--- config.mk ---
export PLATFORM = sky130hd
export DESIGN_NAME = apb_completer
export DESIGN_NICKNAME = d
export VERILOG_FILES = /design/src/rtl/apb_pkg.sv /design/src/rtl/apb_completer_mem.sv /design/src/rtl/apb_completer.sv
export SDC_FILE = /design/constraint.sdc
export NUM_CORES = 1
export LEC_CHECK = 0
export CELL_PAD_IN_SITES_DETAIL_PLACEMENT = 1
export CELL_PAD_IN_SITES_GLOBAL_PLACEMENT = 1
export CORE_ASPECT_RATIO = 0.9
export CORE_MARGIN = 3
export CORE_UTILIZATION = 57
export CTS_BUF_LIST = sky130_fd_sc_hd__clkbuf_4
export DETAILED_ROUTE_END_ITERATION = 7
export DONT_BUFFER_PORTS = 1
export GPL_ROUTABILITY_DRIVEN = 0
export PLACE_DENSITY_LB_ADDON = 0.2
export SLEW_MARGIN = 30
export SYNTH_ARGS = -nofsm -noshare
export SYNTH_HDL_FRONTEND = slang
export SYNTH_HIERARCHICAL = 1
export SYNTH_SLANG_ARGS = --single-unit
--- constraint.sdc ---
create_clock -name pclk -period 4.05 [get_ports pclk]
set_input_delay 1.215 -clock pclk [delete_from_list [all_inputs] [get_ports pclk]]
set_output_delay 1.215 -clock pclk [all_outputs]
set_load 0.05 [all_outputs]
--- src/rtl/apb_pkg.sv ---
// Shared APB completer types and constants: FSM state encoding, ID location, bus width defaults.
`ifndef AW
`define AW 8
`endif
`ifndef DW
`define DW 8
`endif

package apb_pkg;

  typedef enum logic [1:0] {
    IDLE   = 2'd0,
    SETUP  = 2'd1,
    ACCESS = 2'd2
  } apb_state_e;

  localparam int         APB_AW           = `AW;
  localparam int         APB_DW           = `DW;
  localparam int         ID_ADDR          = 0;
  localparam logic [7:0] ID_VALUE_DEFAULT = 8'hA5;

endpackage

--- src/rtl/apb_completer_mem.sv ---
// DEPTH x DW register storage: one synchronous write port, one combinational read port,
// whole array cleared by the asynchronous reset.
module apb_completer_mem
  import apb_pkg::*;
#(
  parameter int AW    = APB_AW,
  parameter int DW    = APB_DW,
  parameter int DEPTH = 64
) (
  input  logic          pclk,
  input  logic          presetn,
  input  logic          we,
  input  logic [AW-1:0] waddr,
  input  logic [DW-1:0] wdata,
  input  logic [AW-1:0] raddr,
  output logic [DW-1:0] rdata
);

  localparam int IW = (DEPTH > 1) ? $clog2(DEPTH) : 1;

  logic [DW-1:0] mem [DEPTH];

  always_ff @(posedge pclk or negedge presetn) begin
    if (!presetn) begin
      for (int j = 0; j < DEPTH; j++) begin
        mem[j] <= '0;
      end
    end else if (we && (int'(waddr) < DEPTH)) begin
      mem[waddr[IW-1:0]] <= wdata;
    end
  end

  // Out-of-range reads return 0 so the top never sees an aliased location.
  assign rdata = (int'(raddr) < DEPTH) ? mem[raddr[IW-1:0]] : '0;

endmodule

--- src/rtl/apb_completer.sv ---
// APB completer: FSM, wait-state counter, address decode and error response around a
// flop-based storage array; pready/pslverr/prdata are all registered.
//
//   state  | meaning
//   IDLE   | no transfer; a setup phase (psel & !penable) is captured here
//   SETUP  | transfer captured, first access cycle, wait counter loaded
//   ACCESS | further access cycles while the wait counter runs down
module apb_completer
  import apb_pkg::*;
#(
  parameter int            AW          = APB_AW,
  parameter int            DW          = APB_DW,
  parameter int            DEPTH       = 64,
  parameter int            WAIT_CYCLES = 1,
  parameter logic [DW-1:0] ID_VALUE    = DW'(ID_VALUE_DEFAULT)
) (
  input  logic          pclk,
  input  logic          presetn,
  input  logic          psel,
  input  logic          penable,
  input  logic          pwrite,
  input  logic [AW-1:0] paddr,
  input  logic [DW-1:0] pwdata,
  output logic [DW-1:0] prdata,
  output logic          pready,
  output logic          pslverr
);

  localparam logic [3:0] WAIT_LOAD = 4'(WAIT_CYCLES);

  apb_state_e    state;
  logic [3:0]    wait_cnt;
  logic [AW-1:0] addr_q;
  logic          write_q;
  logic [DW-1:0] wdata_q;

  logic [AW-1:0] xfer_addr;
  logic          xfer_write;
  logic          is_id;
  logic          in_range;
  logic          xfer_err;
  logic [DW-1:0] xfer_rdata;
  logic [DW-1:0] mem_rdata;
  logic          mem_we;

  // The response is computed on the edge that starts the pready cycle; for a
  // zero-wait transfer that is the capture edge itself, so decode the live bus.
  always_comb begin
    xfer_addr  = (state == IDLE) ? paddr : addr_q;
    xfer_write = (state == IDLE) ? pwrite : write_q;
    is_id      = (xfer_addr == AW'(ID_ADDR));
    in_range   = (int'(xfer_addr) < DEPTH);
    xfer_err   = !in_range || (is_id && xfer_write);
    xfer_rdata = '0;
    if (!xfer_write && in_range) begin
      xfer_rdata = is_id ? ID_VALUE : mem_rdata;
    end
  end

  // Storage commits on the edge closing the pready cycle of an error-free write.
  assign mem_we = pready && write_q && !pslverr;

  always_ff @(posedge pclk or negedge presetn) begin
    if (!presetn) begin
      state    <= IDLE;
      wait_cnt <= '0;
      addr_q   <= '0;
      write_q  <= 1'b0;
      wdata_q  <= '0;
      pready   <= 1'b0;
      pslverr  <= 1'b0;
      prdata   <= '0;
    end else begin
      pready  <= 1'b0;
      pslverr <= 1'b0;
      prdata  <= '0;
      case (state)
        IDLE: begin
          if (psel && !penable) begin
            state    <= SETUP;
            addr_q   <= paddr;
            write_q  <= pwrite;
            wdata_q  <= pwdata;
            wait_cnt <= WAIT_LOAD;
            if (WAIT_LOAD == 4'd0) begin
              pready  <= 1'b1;
              pslverr <= xfer_err;
              prdata  <= xfer_rdata;
            end
          end
        end
        SETUP, ACCESS: begin
          if (pready || !psel) begin
            state    <= IDLE;
            wait_cnt <= '0;
          end else begin
            state    <= ACCESS;
            wait_cnt <= wait_cnt - 4'd1;
            if (wait_cnt == 4'd1) begin
              pready  <= 1'b1;
              pslverr <= xfer_err;
              prdata  <= xfer_rdata;
            end
          end
        end
        default: state <= IDLE;
      endcase
    end
  end

  apb_completer_mem #(
    .AW   (AW),
    .DW   (DW),
    .DEPTH(DEPTH)
  ) u_mem (
    .pclk   (pclk),
    .presetn(presetn),
    .we     (mem_we),
    .waddr  (addr_q),
    .wdata  (wdata_q),
    .raddr  (xfer_addr),
    .rdata  (mem_rdata)
  );

endmodule
==> key figures <==
Run status
  – Run status: complete, but fails checks
  – Violations in the final reports: slew limit

Timing
  – Setup clock skew after layout: 0.0816 ns
  – Setup violations, final: 0
  – Post-route fraction of the period consumed by the critical path: 0.930
  – Max Transition Viols Final: 126
  – Maximum frequency from static timing analysis: 265 MHz
  – Final hold violation count: 0
  – Transition time of the tightest slew-check pin: 1.65 ns
  – Final worst slack: 0.283 ns
  – Slew Limit Headroom: -0.101
  – TNS Setup: 0 ns
  – Worst Hold Slack: around 0.12 ns
  – Setup repair after global routing missed its margin: false
  – Final critical-path required period: 3.77 ns

Power and ir drop
  – Tot Pwr: 16.2 mW
  – Maximum vdd drop: 0.303 mV
  – Leakage power summed over all cells: 13.7 nW
  – Power per cell area: roughly 580 nW/um2

Critical path
  – Arrival time at the worst endpoint: 4.55 ns
  – Worst Setup End Kind: register
  – Number of cells on the worst reg-to-reg path: 11
  – Biggest fanout along the worst timing path: 37
  – Kind of start point of the critical path: register
  – Critical path launch point: state[0]$_DFFE_PN0P_
  – Startpoint of the most critical register-to-register path: state[0]$_DFFE_PN0P_
  – R2r endpoint: prdata[4]$_DFF_PN0_
  – Path type of the worst setup path: register to register
  – Worst Path Required: 4.84 ns
  – FF-to-FF setup slack: 0.28 ns

Clock network
  – Number of gates given a new drive strength after cts: 0
  – Number of buffers created by CTS: 143
  – Total number of clock tree sinks: 545
  – Postcts setup bufs: 0
  – TritonCTS clock tree: done
  – Longest Clk Path Bufs: 3
  – Clock latency of the later-clocked register in the worst-skew pair: 0.89 ns
  – Clock-pin slew of the registers on the worst-case setup and hold paths: 0.07 ns
  – CTS root buf: sky130_fd_sc_hd__clkbuf_4
  – Max H-tree Level: 4

Die
  – Core region area: 43200 um2
  – Die Span Y: 205 um
  – Die area: 46400 um2
  – Initial cell density of the core: 0.580
  – I/O pin count: 31
  – Die Span X: approximately 230 um
  – Number of rows in the core area: 72

GRT
  – Antenna violations before repair: 2
  – Global-route wire length before repair: 104 mm
  – Maximum number of pins on one net before global-route repair: about 480
  – Total global routing track utilization: 0.302
  – Total grt overflow: 0
  – Via count of the first global-routing pass: 16600

Route
  – Count of vias placed by the detailed router: ~15000
  – Wire length per cell: 28.5 um
  – Number of vias per cell: roughly 6.4
  – Total wire length after detailed routing: a little under 70 mm
  – Drt first pass iters: 5
  – First-iteration detailed-routing DRC count: 1213
  – Residual DRC count: 0
  – DRT antenna net count: 0

Synth
  – Area fraction in and, or, nand and nor cells after synthesis: 0.0355
  – Fraction of the yosys area taken by sequential cells: 0.545
  – Synth Cell Area: 25000 um2
  – Number of warnings issued by yosys: 6
  – Synth unique cells: 52
  – Share of the synthesized area in compound gates (AO/OA/AOI/OAI): 0.0193
  – Top_reg_cell synth: sky130_fd_sc_hd__dfrtp_1
  – Mapped Cells: between 1500 and 2000
  – Share of synthesized flip-flops with an asynchronous set or reset: 1.00
  – Adder and majority gate portion of the synthesized area: 0.00150
  – Mean cell area of the mapped netlist: 15.6 um2
  – Share of cell area taken by muxes after synthesis: 0.375
  – Post-synthesis register bit count: 545
  – Xor-xnor portion of the synthesized cell area: 0.000350
  – Synthesized netlist net count: 1633
  – Dominant combinational cell family by area after synthesis: multiplexers
  – EDFF count, synth: 0

Flow run
  – Max Cap Violations: 0

Layout
  – Number of fillers in the final layout: 3927
  – Share of cells above drive strength 1: 0.548
  – Highest-count cells in the layout ignoring fill and taps: 537 x sky130_fd_sc_hd__mux2_2, 537 x sky130_fd_sc_hd__dfrtp_1, 222 x sky130_fd_sc_hd__clkbuf_4
  – Synth-to-Final Area Change: 10.8%
  – Post-route standard cell area excluding fillers: between 20000 and 30000 um2
  – Net count reported at finish: about 1700
  – Layout Cells excl Fill: approximately 2400
  – Combined area of the multi-input logic cells: 10800 um2
  – Sequential cell area: 13600 um2
  – Core Util, Final: 0.642

Placed design
  – # placed instances: 2125
  – Placed instance area: between 20000 and 30000 um2
  – Number of I/O port buffers: 0
  – HPWL after DPL: 42.3 mm
  – Worst-case setup slack after placement: 0.292 ns

Min path
  – Path category of the worst min-delay check: input port to asynchronous set/reset pin
==> worst max-delay path by stage <==
stage / endpoint / slack, ns / depth (start not counted)
5_1_grt: prdata[1]$_DFF_PN0_ / 0.12 / 11
6_report: prdata[4]$_DFF_PN0_ / 0.28 / 11
2_1_floorplan: prdata[0]$_DFF_PN0_ / 0.69 / 10
4_1_cts: prdata[4]$_DFF_PN0_ / 0.32 / 11
3_3_place_gp: prdata[6]$_DFF_PN0_ / 0.35 / 9
3_5_place_dp: prdata[1]$_DFF_PN0_ / 0.29 / 11
==> power breakdown <==
group	leakage, nW	switching [mW]	internal (mW)	total, mW
sequential	7.56	0.476	5.84	6.32
clock	1.12	2.26	2.67	4.93
combinational	5.05	3.08	1.86	4.94
total	13.7	5.81	10.4	16.2
==> routing by layer <==
metal | track usage | routed length (um) | part of all wire
met1 | 0.423 | 29800 | 0.44
met2 | 0.451 | 30900 | 0.46
met3 | 0.0927 | 4940 | 0.073
met4 | 0.110 | 2020 | 0.030
met5 | 0 | 17 | 0.00025
==> critical path, stage by stage, from the launching register on <==
cell and delay [ns]:
sky130_fd_sc_hd__dfrtp_1 0.38, sky130_fd_sc_hd__inv_1 0.07, sky130_fd_sc_hd__ha_1 0.54, sky130_fd_sc_hd__buf_4 0.26
sky130_fd_sc_hd__mux2_4 0.61, sky130_fd_sc_hd__buf_12 0.35, sky130_fd_sc_hd__mux4_2 0.25, sky130_fd_sc_hd__mux2i_1 0.16
sky130_fd_sc_hd__a2111oi_0 0.68, sky130_fd_sc_hd__a21o_1 0.14, sky130_fd_sc_hd__inv_1 0.04, sky130_fd_sc_hd__nor3_1 0.17
==> cell type report <==
cell class                 instances  area share
sequential                       545       0.492
multi-input combinational        939       0.391
clock buffer                     222      0.0601
tap                              555      0.0251
timing repair buffer              76      0.0236
clock inverter                    25     0.00659
inverter                          11     0.00149
antenna                            1   0.0000903
==> cell usage after synthesis, drive strengths merged, types with 4 or more instances <==
cell type	number	area (um2)
buf	45	293
or2	4	25.0
nand3b	6	57.6
nand2	70	263
o21ai	11	55.1
or3	4	25.0
mux2i	19	190
a211oi	9	67.6
a21oi	4	20.0
nand2b	10	62.6
nor2	35	131
clkbuf	69	260
a31o	4	35.0
nor4	6	67.6
nor2b	15	93.8
dfrtp	545	13600
inv	11	41.3
nor3	9	45.0
nand3	4	20.0
mux2	540	6080
o21a	4	30.0
mux4	136	3100
o22ai	16	100
==> what timing repair did <==
action                                 in CTS  in global routing
endpoints found under the hold margin      63                  0
setup endpoints to repair                   0                  0
hold buffers                                1                  0
==> sequential cells by signal, summed over array words and instances (netlist names) <==
name	cells
state	2
wdata_q	8
pslverr	1
write_q	1
pready	1
prdata	8
wait_cnt	4
addr_q	8
u_mem/mem	512
==> cells by family after synthesis <==
logic type	Yosys count
fa+ha+maj	3
simple gates	173
compound gates	67
xor+xnor	1
buf+inv	125
flops	545
mux	695
Note: power is estimated with default switching activity, not from simulation.
